File: config.mk
export PLATFORM = sky130hd
export DESIGN_NAME = instr_decode_seq
export DESIGN_NICKNAME = d
export VERILOG_FILES = /design/src/rtl/instr_decode_seq_pkg.sv /design/src/rtl/sign_ext.sv /design/src/rtl/instr_decode_seq.sv
export SDC_FILE = /design/constraint.sdc
export NUM_CORES = 1
export LEC_CHECK = 0
export ABC_AREA = 0
export CORE_ASPECT_RATIO = 2
export CORE_MARGIN = 2
export CORE_UTILIZATION = 40
export DETAILED_ROUTE_END_ITERATION = 10
export DONT_BUFFER_PORTS = 1
export GPL_TIMING_DRIVEN = 0
export RECOVER_POWER = 50
export SLEW_MARGIN = 40
export SYNTH_ARGS = -nofsm -noshare
export SYNTH_HDL_FRONTEND = slang
export SYNTH_SLANG_ARGS = --single-unit
export TNS_END_PERCENT = 30
File: constraint.sdc
create_clock -name clk -period 4.9 [get_ports clk]
set_clock_uncertainty 0.15 [all_clocks]
set_input_delay 1.225 -clock clk [delete_from_list [all_inputs] [get_ports clk]]
set_output_delay 1.225 -clock clk [all_outputs]
set_load 0.01 [all_outputs]
File: src/rtl/instr_decode_seq_pkg.sv
// Shared definitions for the instruction decode sequencer.
// Holds the opcode and op-field constants and the sequencer state encoding.
package instr_decode_seq_pkg;

  localparam logic [2:0] OPC_ALU = 3'b101;
  localparam logic [2:0] OPC_MOV = 3'b110;

  localparam logic [1:0] OP_MOV_REG = 2'b00;
  localparam logic [1:0] OP_MOV_IMM = 2'b10;
  localparam logic [1:0] OP_CMP     = 2'b01;

  typedef enum logic [2:0] {
    IDLE  = 3'd0,
    RD_RN = 3'd1,
    RD_RM = 3'd2,
    WR_RD = 3'd3,
    DONE  = 3'd4
  } state_e;

endpackage

File: src/rtl/sign_ext.sv
// Sign extender: replicates the top bit of in_i up to OUT_W bits.
// Ports:
//   in_i  [IN_W-1:0]   value to extend
//   out_o [OUT_W-1:0]  sign-extended result (OUT_W must exceed IN_W)
module sign_ext #(
  parameter int IN_W  = 5,
  parameter int OUT_W = 16
) (
  input  logic [IN_W-1:0]  in_i,
  output logic [OUT_W-1:0] out_o
);

  assign out_o = {{(OUT_W - IN_W){in_i[IN_W-1]}}, in_i};

endmodule

File: src/rtl/instr_decode_seq.sv
// Instruction decode sequencer. Latches one 16-bit instruction, then walks a
// Moore FSM that issues register-file read/write strobes for ALU, CMP,
// MOV-reg and MOV-imm instructions. Unsupported opcodes are dropped with a
// one-cycle illegal pulse.
// Ports:
//   clk, rst_n                 clock, async active-low reset
//   instr, in_valid, in_ready  instruction handshake
//   stall                      freezes the sequencer (when STALL_EN != 0)
//   opcode, op, shift          fields of the latched instruction
//   sximm5, sximm8             sign-extended immediates (DATA_W bits)
//   rnum, rd_en                register-file read address / strobe
//   wnum, wr_en, wsel          register-file write address / strobe / source
//   done, illegal              completion and dropped-instruction pulses
module instr_decode_seq
  import instr_decode_seq_pkg::*;
#(
  parameter int DATA_W   = 16,
  parameter int STALL_EN = 1
) (
  input  logic              clk,
  input  logic              rst_n,
  input  logic [15:0]       instr,
  input  logic              in_valid,
  output logic              in_ready,
  input  logic              stall,
  output logic [2:0]        opcode,
  output logic [1:0]        op,
  output logic [1:0]        shift,
  output logic [DATA_W-1:0] sximm5,
  output logic [DATA_W-1:0] sximm8,
  output logic [2:0]        rnum,
  output logic [2:0]        wnum,
  output logic              rd_en,
  output logic              wr_en,
  output logic              wsel,
  output logic              done,
  output logic              illegal
);

  state_e      state_q, state_d;
  logic [15:0] ir_q, ir_d;
  logic        illegal_q, illegal_d;
  logic        stall_eff;
  logic        accept;
  logic        ir_is_mov_imm;
  logic        ir_is_cmp;

  assign stall_eff = (STALL_EN != 0) && stall;

  // The illegal-pulse cycle also blocks acceptance, so a dropped instruction
  // costs two cycles before the next one can be taken.
  assign in_ready = rst_n && (state_q == IDLE) && !illegal_q && !stall_eff;
  assign accept   = in_valid && in_ready;

  assign opcode = ir_q[15:13];
  assign op     = ir_q[12:11];
  assign shift  = ir_q[4:3];

  assign ir_is_mov_imm = (ir_q[15:13] == OPC_MOV) && (ir_q[12:11] == OP_MOV_IMM);
  assign ir_is_cmp     = (ir_q[15:13] == OPC_ALU) && (ir_q[12:11] == OP_CMP);

  sign_ext #(.IN_W(5), .OUT_W(DATA_W)) u_sx5 (
    .in_i  (ir_q[4:0]),
    .out_o (sximm5)
  );

  sign_ext #(.IN_W(8), .OUT_W(DATA_W)) u_sx8 (
    .in_i  (ir_q[7:0]),
    .out_o (sximm8)
  );

  always_ff @(posedge clk or negedge rst_n) begin
    if (!rst_n) begin
      state_q   <= IDLE;
      ir_q      <= '0;
      illegal_q <= 1'b0;
    end else begin
      state_q   <= state_d;
      ir_q      <= ir_d;
      illegal_q <= illegal_d;
    end
  end

  // Next-state logic. The dispatch from IDLE looks at the incoming word
  // because IR is loaded on the same edge; everything later uses IR.
  always_comb begin
    state_d   = state_q;
    ir_d      = ir_q;
    illegal_d = 1'b0;
    if (!stall_eff) begin
      case (state_q)
        IDLE: begin
          if (accept) begin
            ir_d = instr;
            if (instr[15:13] == OPC_ALU)
              state_d = RD_RN;
            else if (instr[15:13] == OPC_MOV && instr[12:11] == OP_MOV_REG)
              state_d = RD_RM;
            else if (instr[15:13] == OPC_MOV && instr[12:11] == OP_MOV_IMM)
              state_d = WR_RD;
            else
              illegal_d = 1'b1;
          end
        end
        RD_RN:   state_d = RD_RM;
        RD_RM:   state_d = ir_is_cmp ? DONE : WR_RD;
        WR_RD:   state_d = DONE;
        DONE:    state_d = IDLE;
        default: state_d = IDLE;
      endcase
    end
  end

  // Moore output decode. Strobes are masked during a stall so that the held
  // state re-issues them once the stall clears.
  always_comb begin
    rnum    = 3'd0;
    wnum    = 3'd0;
    rd_en   = 1'b0;
    wr_en   = 1'b0;
    wsel    = 1'b0;
    done    = 1'b0;
    illegal = illegal_q;
    case (state_q)
      RD_RN: begin
        rnum  = ir_q[10:8];
        rd_en = !stall_eff;
      end
      RD_RM: begin
        rnum  = ir_q[2:0];
        rd_en = !stall_eff;
      end
      WR_RD: begin
        wnum  = ir_is_mov_imm ? ir_q[10:8] : ir_q[7:5];
        wsel  = ir_is_mov_imm;
        wr_en = !stall_eff;
      end
      DONE:    done = !stall_eff;
      default: ;
    endcase
  end

endmodule

Yosys cells after proc, flatten, opt, wreduce, memory -nomap -nowiden
Index checks and enable logic that the tools add are counted.
Widths: inputs -> output; s select.
{ "classes": {"n_eq_ne": 13, "reduce_logical": 15, "mux": 19, "n_bitwise": 1} }
{ "ops": {"columns": ["cell", "n"], "rows": [
  ["$mux 3", 7],
  ["$eq 3x3->1 const B", 5],
  ["$pmux 3 s4", 1],
  ["$mux 1", 10],
  ["$logic_and 1x1->1", 8],
  ["$eq 3x2->1 const B", 2],
  ["$pmux 3 s2", 1],
  ["$reduce_and 3->1", 2],
  ["$eq 2x2->1 const B", 2],
  ["$ne 4x1->1 const B", 1],
  ["$eq 3x1->1 const B", 1],
  ["$logic_not 3->1", 1],
  ["$eq 2x1->1 const B", 1],
  ["$logic_not 1->1", 2],
  ["$logic_not 2->1", 1],
  ["$ne 2x2->1 const B", 1],
  ["$reduce_or 2->1", 1],
  ["$not 1->1", 1]
]} }
{ "word_totals": {"elab_cells": 51, "register_bits": 20, "output_inout_bits": 51} }

Logic depth before layout (Yosys ltp)
{ "logic_depth": {"word_depth": 8, "depth_mapped": 6, "ltp_nobuf": 4} }

Hierarchy
From an unflattened synthesis, not the netlist that was laid out.
{ "unflattened": {"hier_cells": 126, "hier_area_um2": 1356.3} }
{ "modules_own_cells": {"columns": ["mod", "area_per_inst_um2", "n_inst", "cells_per_inst"], "rows": [
  ["instr_decode_seq", 1116.1, 1, 94],
  ["sign_ext", 120.1, 2, 16]
]} }

Worst setup path before layout
No wires, ideal clock.
{ "synth_timing": {"path_type": "input port to output port", "from": "input stall", "to": "output done", "arrival_ps": 1578, "path_slack_ps": 1947, "n_path_buf": 0, "t_required_ps": 3525, "cell_stages": 1, "cell_sequence": "nor4_1"} }
{ "synth_between": {"elab_chain_len": 2} }
{ "synth_rtl": {"columns": ["item", "line", "text"], "rows": [
  ["start: declaration", "instr_decode_seq.sv:25", "input logic stall,"],
  ["$logic_not 1->1", "instr_decode_seq.sv:138", "DONE: done = !stall_eff;"],
  ["$mux 1", "instr_decode_seq.sv:124", "case (state_q)"],
  ["end: declaration", "instr_decode_seq.sv:36", "output logic done,"]
]} }
No other way between the ends.

Worst setup path in the final report
Same ends and word-level chain as after synthesis.

==> metrics.md <==
| Metric | Value |
|---|---|
| Synth Cell Area | 0.001338 mm^2 |
| GRT overflow | 0 |
| Num rows | 29 |
| Async SR Flop Fraction | 1.000 |
| Final Core Density | 0.4240 |
| DP Wirelength | 2237 um |
| CP max-delay cell | nor4_1 |
| DRC Markers | 0 |
| Number of I/O port buffers | 0 |
| Yosys top cell area share | 0.3742 |
| R2R setup slack | 2.58 ns |
| Crit end category | output port |
| Placed Instance Area | 0.001376 mm^2 |
| Dominant cells by area after synthesis | dfrtp_1 37%, buf_4 22%, mux2_4 10%, mux2_2 7.6%, nor2_1 3.1% |
| Hold_buf cts | 0 |
| Delay of the slowest critical-path stage | 0.43 ns |
| Hold Vio Cnt, Final | 0 |
| Tmin final | 3.032 ns |
| Clock latency at the later pin of the worst-skew pair | 0.25 ns |
| Pre-antenna DRT Iters | 4 |
| Layout cells sized above 1 | 0.4048 |
| # IOs | 71 |
| Worst Path Buf+Inv | 0 |
| Final #Nets | 148 |
| Outcome | finished clean |
| Initial DRC count | 15 |
| VDD IR max | 0.3102 mV |
| Syn Inst Count | 123 |
| Maximum clock rate | 329.8 MHz |
| Initial antenna violation count | 0 |
| Clk root buf | clkbuf_8 |
| Synthesis Warnings | 0 |
| Final setup viols | 0 |
| Largest net degree at the start of global routing | 23 |
| Kind of critical path | primary input to output port |
| Die H | 85.78 um |
| Yosys top cell by area | dfrtp_1 |
| Vias | 869 |
| Vias in the first global route | 842 |
| Count leader, synth | buf_4 |
| Max Root-Sink Buffers | 2 |
| Worst-path cell chain | nor4_1 |
| Die footprint | 0.003851 mm^2 |
| Ant diodes | 0 |
| First-pass GRT wire length | 4291 um |
| Yosys cell types | 27 |
| Final instance area | 0.001354 mm^2 |
| Post-synth EDFFs | 0 |
| Crit path DAT | 1.66 ns |
| Critical Path RT | 3.52 ns |
| CP max FO | 6 |
| H-Tree Depth | 1 |
| Final setup TNS | 0 ns |
| Core area | 0.003193 mm^2 |
| Family with the most delay on the worst path | simple AND/OR/NAND/NOR gates |
| CTS resizes | 0 |
| Tot Pwr | 0.0009937 W |
| Mean Syn Cell Area | 10.87 um^2 |
| Fillers | 332 |
| Register area share after synthesis | 0.3742 |
| Antenna-violating nets left | 0 |
| Area taken by multi-input logic gates | 467.9 um^2 |
| Final Cycle Share | 0.6188 |
| Total wire length | 2807 um |
| Die Wd | 44.89 um |
| CTS tree | built |
| DR WL/cell | 17.88 um |
| Clock sink count | 20 |
| Initial Util | 0.4189 |
| Hold crit path type | flip-flop to flip-flop |
| GR Util All Layers | 0.1501 |
| Worst-Margin Slew | 0.5942 ns |
| Net count after synthesis | 143 |
| Slew headroom | 0.6038 |
| Post-CTS Setup Repair Bufs | 0 |
| Layout overhead on the synthesized area | 1.216% |
| Clock transition at path regs | 0.07 ns |
| Max cap viols | 0 |
| Post-synth top flop | dfrtp_1 |
| PwrDens | 734.0 mW/mm^2 |
| LEAKAGE | 0.6450 nW |
| Slew Viols, Final | 0 |
| Sequential cell area | 500.5 um^2 |
| Cts bufs inserted | 3 |
| RSZ-0062 raised after global routing | false |
| RD Place Congestion | 0.7022 |
| Synth top cells by count | 39 x buf_4, 20 x dfrtp_1, 11 x nor2_1, 9 x mux2_2, 9 x mux2_4 |
| Via/cell ratio | 5.535 |
| Yosys reg bits | 20 |
| Critical Path Start Type | primary input |
cell type report:
cell class | instances | area share
buffer | 42 | 0.2200
tap | 31 | 0.02865
inverter | 2 | 0.005545
sequential | 20 | 0.3697
clock buffer | 3 | 0.03050
multi-input combinational | 59 | 0.3457
state kept, by name, summed over array words and instances, names as in the netlist:
| signal | flops |
|---|---|
| state_q | 3 |
| illegal | 1 |
| ir_q | 16 |
through the flow:
stage | cells | hold WS [ns] | setup WS (ns)
final | 157 | 0.4014 | 1.868
after global routing | 157 | 0.4245 | 1.835
after CTS | 157 | 0.4165 | 1.875
after detailed placement | 154 | 0.3999 | 1.875
after global placement | 154 | 0.3792 | 1.882
after floorplan | 123 | 0.3522 | 1.947
layer usage:
metal | up-vias | share of wire | routed length (um) | GRT usage
met5 | - | 0 | 0 | 0
met4 | 0 | 0.0089 | 25 | 0.05615
met3 | 2 | 0.086 | 240 | 0.02947
met2 | 45 | 0.57 | 1612 | 0.2740
met1 | 430 | 0.33 | 929 | 0.1609
li1 | 392 | - | - | -
power by group:
part | leakage [nW] | internal, W | switching (W)
Sequential | 0.246 | 0.000242 | 0.0000980
Combinational | 0.377 | 0.000286 | 0.000262
Clock | 0.0216 | 0.0000546 | 0.0000507
Total | 0.645 | 0.000583 | 0.000410
path summary, 6_finish.rpt:
check                                  startpoint                   end  cells past startpoint
max reg2reg                state_q[0]$_DFFE_PN0P_   ir_q[6]$_DFFE_PN0P_                      6
min in group asynchronous                   rst_n  ir_q[13]$_DFFE_PN0P_                      0
min                          ir_q[15]$_DFFE_PN0P_  ir_q[15]$_DFFE_PN0P_                      1
max in group asynchronous                   rst_n   ir_q[5]$_DFFE_PN0P_                      0
min reg2reg                  ir_q[15]$_DFFE_PN0P_  ir_q[15]$_DFFE_PN0P_                      1
max                                         stall                  done                      1
cell families (layout without fill, tap and decap cells):
group,count (synthesis),after routing,synth area share
compound gates,10,10,0.04958
simple gates,28,28,0.1319
mux,21,21,0.1993
flops,20,20,0.3742
buf+inv,44,47,0.2451
placed cells by master (no fill, tap or decap), drive strengths merged, types with 3 or more instances in the layout:
cell and count:
nor3 3, mux2 18, o21ai 3, dfrtp 20, buf 37, a22oi 3
nor2 11, mux2i 3, nand2 4, clkbuf 8
worst reg2reg max path, stage by stage (launching register included):
cell and delay [ns]:
dfrtp_1 0.38, buf_6 0.14, nor3_4 0.23, and4bb_4 0.29, nand2_1 0.24, clkbuf_1 0.37
mux2_1 0.40
No activity file was read; power rests on OpenSTA's default activity.
